<file path="config.mk">
export PLATFORM = sky130hd
export DESIGN_NAME = rsa_result_uart_tx
export DESIGN_NICKNAME = d
export VERILOG_FILES = /design/src/rtl/rsa_result_uart_tx.sv
export SDC_FILE = /design/constraint.sdc
export NUM_CORES = 1
export LEC_CHECK = 0
export BUFFER_PORTS_ARGS = -buffer_cell sky130_fd_sc_hd__buf_2
export CORE_AREA = 8 8 132 134
export CTS_BUF_LIST = sky130_fd_sc_hd__clkbuf_8
export DETAILED_ROUTE_END_ITERATION = 6
export DIE_AREA = 0 0 140 142
export PLACE_DENSITY = 0.69
export SYNTH_ARGS = -nofsm -noshare
export SYNTH_HDL_FRONTEND = slang
export SYNTH_SLANG_ARGS = --single-unit
</file>
<file path="constraint.sdc">
create_clock -name clock -period 2.9 [get_ports clock]
set_input_delay 0.58 -clock clock [delete_from_list [all_inputs] [get_ports clock]]
set_output_delay 0.58 -clock clock [all_outputs]
set_load 0.02 [all_outputs]
</file>
<file path="src/rtl/rsa_result_uart_tx.sv">
// UART 8N1 transmitter for the RSA result word: captures RESULT on a DONE rising edge
// and sends it MSB byte first, LSB bit first within each byte, frames back-to-back.
module rsa_result_uart_tx #(
   parameter int BITS         = 128,
   parameter int CLKS_PER_BIT = 434
) (
   input  logic            clock,
   input  logic            RESET_N,
   input  logic            DONE,
   input  logic [BITS-1:0] RESULT,
   output logic            tx,
   output logic            busy,
   output logic            sent,
   output logic [1:0]      dbg_state_o
);

   localparam int NBYTES = BITS / 8;
   localparam int BYTE_W = (NBYTES > 1) ? $clog2(NBYTES) : 1;
   localparam logic [BYTE_W-1:0] BYTE_LAST = BYTE_W'(NBYTES - 1);
   localparam logic [BYTE_W-1:0] BYTE_ONE  = BYTE_W'(1);
   localparam logic [15:0]       BAUD_LAST = 16'(CLKS_PER_BIT - 1);

   generate
      if ((BITS % 8) != 0 || BITS < 8) begin : g_bits_chk
         $error("rsa_result_uart_tx: BITS must be a positive multiple of 8");
      end
      if (CLKS_PER_BIT < 2 || CLKS_PER_BIT > 65535) begin : g_cpb_chk
         $error("rsa_result_uart_tx: CLKS_PER_BIT must be in 2..65535");
      end
   endgenerate

   typedef enum logic [1:0] {
      S_IDLE  = 2'd0,
      S_START = 2'd1,
      S_DATA  = 2'd2,
      S_STOP  = 2'd3
   } state_t;

   state_t            state_q;
   logic              done_q;
   logic [BITS-1:0]   shift_q;
   logic [BYTE_W-1:0] byte_cnt_q;
   logic [2:0]        bit_cnt_q;
   logic [15:0]       baud_cnt_q;
   logic              tx_q;
   logic              busy_q;
   logic              sent_q;

   logic              capture;
   logic              baud_end;
   logic [15:0]       baud_cnt_d;
   logic [2:0]        bit_cnt_d;
   logic [7:0]        cur_byte;

   // Capture needs IDLE, so a rise coinciding with the final stop edge is dropped.
   assign capture    = DONE & ~done_q & (state_q == S_IDLE);
   assign baud_end   = (baud_cnt_q == BAUD_LAST);
   assign baud_cnt_d = baud_end ? 16'd0 : baud_cnt_q + 16'd1;
   assign bit_cnt_d  = bit_cnt_q + 3'd1;
   assign cur_byte   = shift_q[BITS-1 -: 8];

   always_ff @(posedge clock or negedge RESET_N) begin
      if (!RESET_N) begin
         state_q    <= S_IDLE;
         done_q     <= 1'b0;
         shift_q    <= '0;
         byte_cnt_q <= '0;
         bit_cnt_q  <= '0;
         baud_cnt_q <= '0;
         tx_q       <= 1'b1;
         busy_q     <= 1'b0;
         sent_q     <= 1'b0;
      end else begin
         done_q <= DONE;
         sent_q <= 1'b0;
         case (state_q)
            S_IDLE: begin
               tx_q       <= 1'b1;
               baud_cnt_q <= '0;
               if (capture) begin
                  shift_q    <= RESULT;
                  byte_cnt_q <= BYTE_LAST;
                  bit_cnt_q  <= '0;
                  state_q    <= S_START;
                  tx_q       <= 1'b0;
                  busy_q     <= 1'b1;
               end
            end
            S_START: begin
               baud_cnt_q <= baud_cnt_d;
               if (baud_end) begin
                  state_q   <= S_DATA;
                  bit_cnt_q <= '0;
                  tx_q      <= cur_byte[0];
               end
            end
            S_DATA: begin
               baud_cnt_q <= baud_cnt_d;
               if (baud_end) begin
                  if (bit_cnt_q == 3'd7) begin
                     state_q <= S_STOP;
                     tx_q    <= 1'b1;
                  end else begin
                     bit_cnt_q <= bit_cnt_d;
                     tx_q      <= cur_byte[bit_cnt_d];
                  end
               end
            end
            S_STOP: begin
               baud_cnt_q <= baud_cnt_d;
               if (baud_end) begin
                  if (byte_cnt_q != '0) begin
                     shift_q    <= shift_q << 8;
                     byte_cnt_q <= byte_cnt_q - BYTE_ONE;
                     state_q    <= S_START;
                     tx_q       <= 1'b0;
                  end else begin
                     state_q <= S_IDLE;
                     tx_q    <= 1'b1;
                     busy_q  <= 1'b0;
                     sent_q  <= 1'b1;
                  end
               end
            end
            default: begin
               state_q <= S_IDLE;
               tx_q    <= 1'b1;
               busy_q  <= 1'b0;
            end
         endcase
      end
   end

   assign tx          = tx_q;
   assign busy        = busy_q;
   assign sent        = sent_q;
   assign dbg_state_o = state_q;

endmodule

</file>
==> results.json <==
{
  "viasPerCell": 6.11,
  "synthAdderAreaFrac_pct": 1.85,
  "crit_path_max_fanout": 51,
  "slew_headroom_pct": 53.8,
  "grt_max_degree": 126,
  "dp_hpwl_um": 12100,
  "worstSetupPathType": "flip-flop to flip-flop",
  "synthArstFlopShare_pct": 100,
  "dr.pass1.iters": 4,
  "synth.ff_latch_count": 157,
  "ys_seq_area_share_pct": 52.8,
  "clk_pin_slew_ns": 0.08,
  "totalWireLength_um": 18300,
  "powerDensity_nw_per_um2": 480,
  "num_antenna_cells": 0,
  "fin_crit_ns": 2.40,
  "synth_area_leader_cell": "dfrtp_1",
  "synth_nets": 746,
  "syn_avg_cell_area_um2": 12.3,
  "synth_mux_area_share_pct": 1.41,
  "fin_crit_sh_pct": 82.7,
  "synth-simple-area-share_pct": 15.6,
  "drcViolationCount": 0,
  "synth_top_area_share_pct": 52.5,
  "synth_xor_area_share_pct": 1.65,
  "vias": 5599,
  "syn_area_um2": 7440,
  "maxSlewViolCount": 0,
  "cts_tree": "built",
  "io_pins": 136,
  "die_area_um2": 19900,
  "final_common_cell": "dfrtp_1",
  "antenna_found_initial": 0,
  "seq_area_um2": 3930,
  "multi_input_area_um2": 3130,
  "grt_pass1_vias": 5781,
  "holdBufCountCts": 0,
  "synthCells": 604,
  "synth_compound_area_share_pct": 21.1,
  "drv_cap": 0,
  "fill_cells": 1301,
  "tns_ns": 0,
  "wl_per_cell_um": 20.0,
  "status": "complete, no violations",
  "rows": 46,
  "initial_core_util_pct": 48.2,
  "cts_setup_buffers": 0,
  "synthFlopType": "dfrtp_1",
  "fmaxAchievable_mhz": 417,
  "clock_skew_ns": 0.0129,
  "drive_gt1_share_pct": 28.3,
  "die_y_um": 142,
  "placed_cell_area_um2": 8120,
  "root_buffer": "clkbuf_8",
  "whs_ns": 0.115,
  "critPathArrivalTime_ns": 2.78,
  "cts_buffers": 17,
  "tightest_slew_ns": 0.693,
  "ys_warn_count": 0,
  "io_buffers": 135,
  "grt_usage_pct": 18.7,
  "hold_class": "primary input to async pin",
  "drtIter0Drc": 379,
  "ir_worst_vdd_mv": 0.284,
  "clk_path_buf_depth": 2,
  "grt_remaining_overflow": 0,
  "cts_sinks": 157,
  "htree_num_levels": 4,
  "synth_top_family_by_area": "compound AO/OA/AOI/OAI gates",
  "synth_edf_count": 0,
  "required_ns": 3.28,
  "final_cell_mix": "156 x dfrtp_1, 134 x buf_2, 120 x or3_1, 101 x o221a_1, 30 x nor2_1",
  "fin_area_um2": 8550,
  "setup_violations": 0,
  "core_um2": 15400,
  "nNetsFinal": 853,
  "synth.area.top_cells": "dfrtp_1 52%, o221a_1 15%, or3_1 10%, buf_6 3.0%, o221a_2 2.9%",
  "grt_pass1_wl_um": 30300,
  "place_congestion": 0.794,
  "ant_nets": 0,
  "end_kind": "flip-flop",
  "fp.dieW_um": 140,
  "area_growth_pct": 14.9,
  "synth.distinct_cells": 51,
  "cts_resized": 0,
  "start_kind": "flip-flop",
  "rsz0062_at_grt": "no",
  "power.leakage_nw": 3.83,
  "clk_latency_ns": 0.45,
  "hold_viol": 0
}
-- cell usage after synthesis (all sizes together) (7+ instances only) --
| cell | n |
|---|---|
| xor2 | 8 |
| nor2 | 30 |
| nand2 | 10 |
| dfrtp | 156 |
| a22o | 8 |
| buf | 28 |
| nand3 | 7 |
| o221a | 120 |
| inv | 9 |
| clkbuf | 30 |
| ha | 11 |
| or3 | 120 |
-- metrics by stage --
stage | worst slack [ns] | std cells | total power, mW | util, %
after floorplan | 0.842 | 604 | 2.23 | -
final | 0.503 | 916 | 4.11 | 55.5
after CTS | 0.518 | 916 | 4.15 | 55.5
after global routing | 0.263 | 916 | 4.27 | 55.5
after global placement | 0.645 | 884 | 2.37 | 52.6
after detailed placement | 0.548 | 884 | 2.37 | 52.6
-- report_power, final --
group / leakage [nW] / internal (mW) / total, mW / switching, mW
combinational: 1.45 / 0.0654 / 0.138 / 0.0721
clock: 0.222 / 0.974 / 1.78 / 0.806
sequential: 2.15 / 2.19 / 2.19 / 0.000327
-- sequential cells by signal, indices dropped and copies added, names as in the netlist --
signal	count
baud_cnt_q	16
bit_cnt_q	3
busy	1
byte_cnt_q	4
dbg_state_o	2
done_q	1
sent	1
shift_q	128
tx	1
-- worst max-delay path, stage by stage (launching register included) --
cell and delay, ns:
dfrtp_1 0.45, inv_1 0.17, ha_1 0.35, nand3b_1 0.21, o2bb2ai_1 0.21, a21oi_4 0.17
buf_4 0.48, o221a_1 0.27
-- per-layer routing --
metal / part of all wire (%) / track usage (%) / vias up
li1: - / - / 2590
met4: 0.95 / 4.57 / 0
met1: 47 / 25.9 / 2817
met2: 46 / 28.3 / 173
met3: 5.8 / 5.60 / 19
met5: 0 / 0 / -
-- worst paths after layout --
kind,slack (ns),endpoint,start,cells after the start
setup / recovery,0.50,shift_q[54],dbg_state_o[0],7
hold / removal,0.12,shift_q[115],RESET_N,1
setup reg to reg,0.50,shift_q[54],dbg_state_o[0],7
hold reg to reg,0.50,tx,tx,2
max in group asynchronous,1.94,shift_q[46],RESET_N,2
min in group clock,0.29,done_q,DONE,1
-- area by class of cell --
cell class                 instances  area share [%]
sequential                       157            45.9
multi-input combinational        380            36.5
timing repair buffer             146            9.23
clock buffer                      19            3.06
tap                              192            2.81
clock inverter                    13            2.02
inverter                           9           0.395
-- cell families (layout without fill, tap and decap cells) --
| family | Yosys count | count (layout) |
|---|---|---|
| XOR/XNOR | 14 | 14 |
| buffers and inverters | 67 | 187 |
| flip-flops | 157 | 157 |
| multiplexers | 9 | 9 |
| AO/OA/AOI/OAI | 148 | 148 |
| adder cells (fa/ha/maj) | 11 | 11 |
| AND/OR/NAND/NOR | 198 | 198 |
Power figures use the tool's default switching activity.
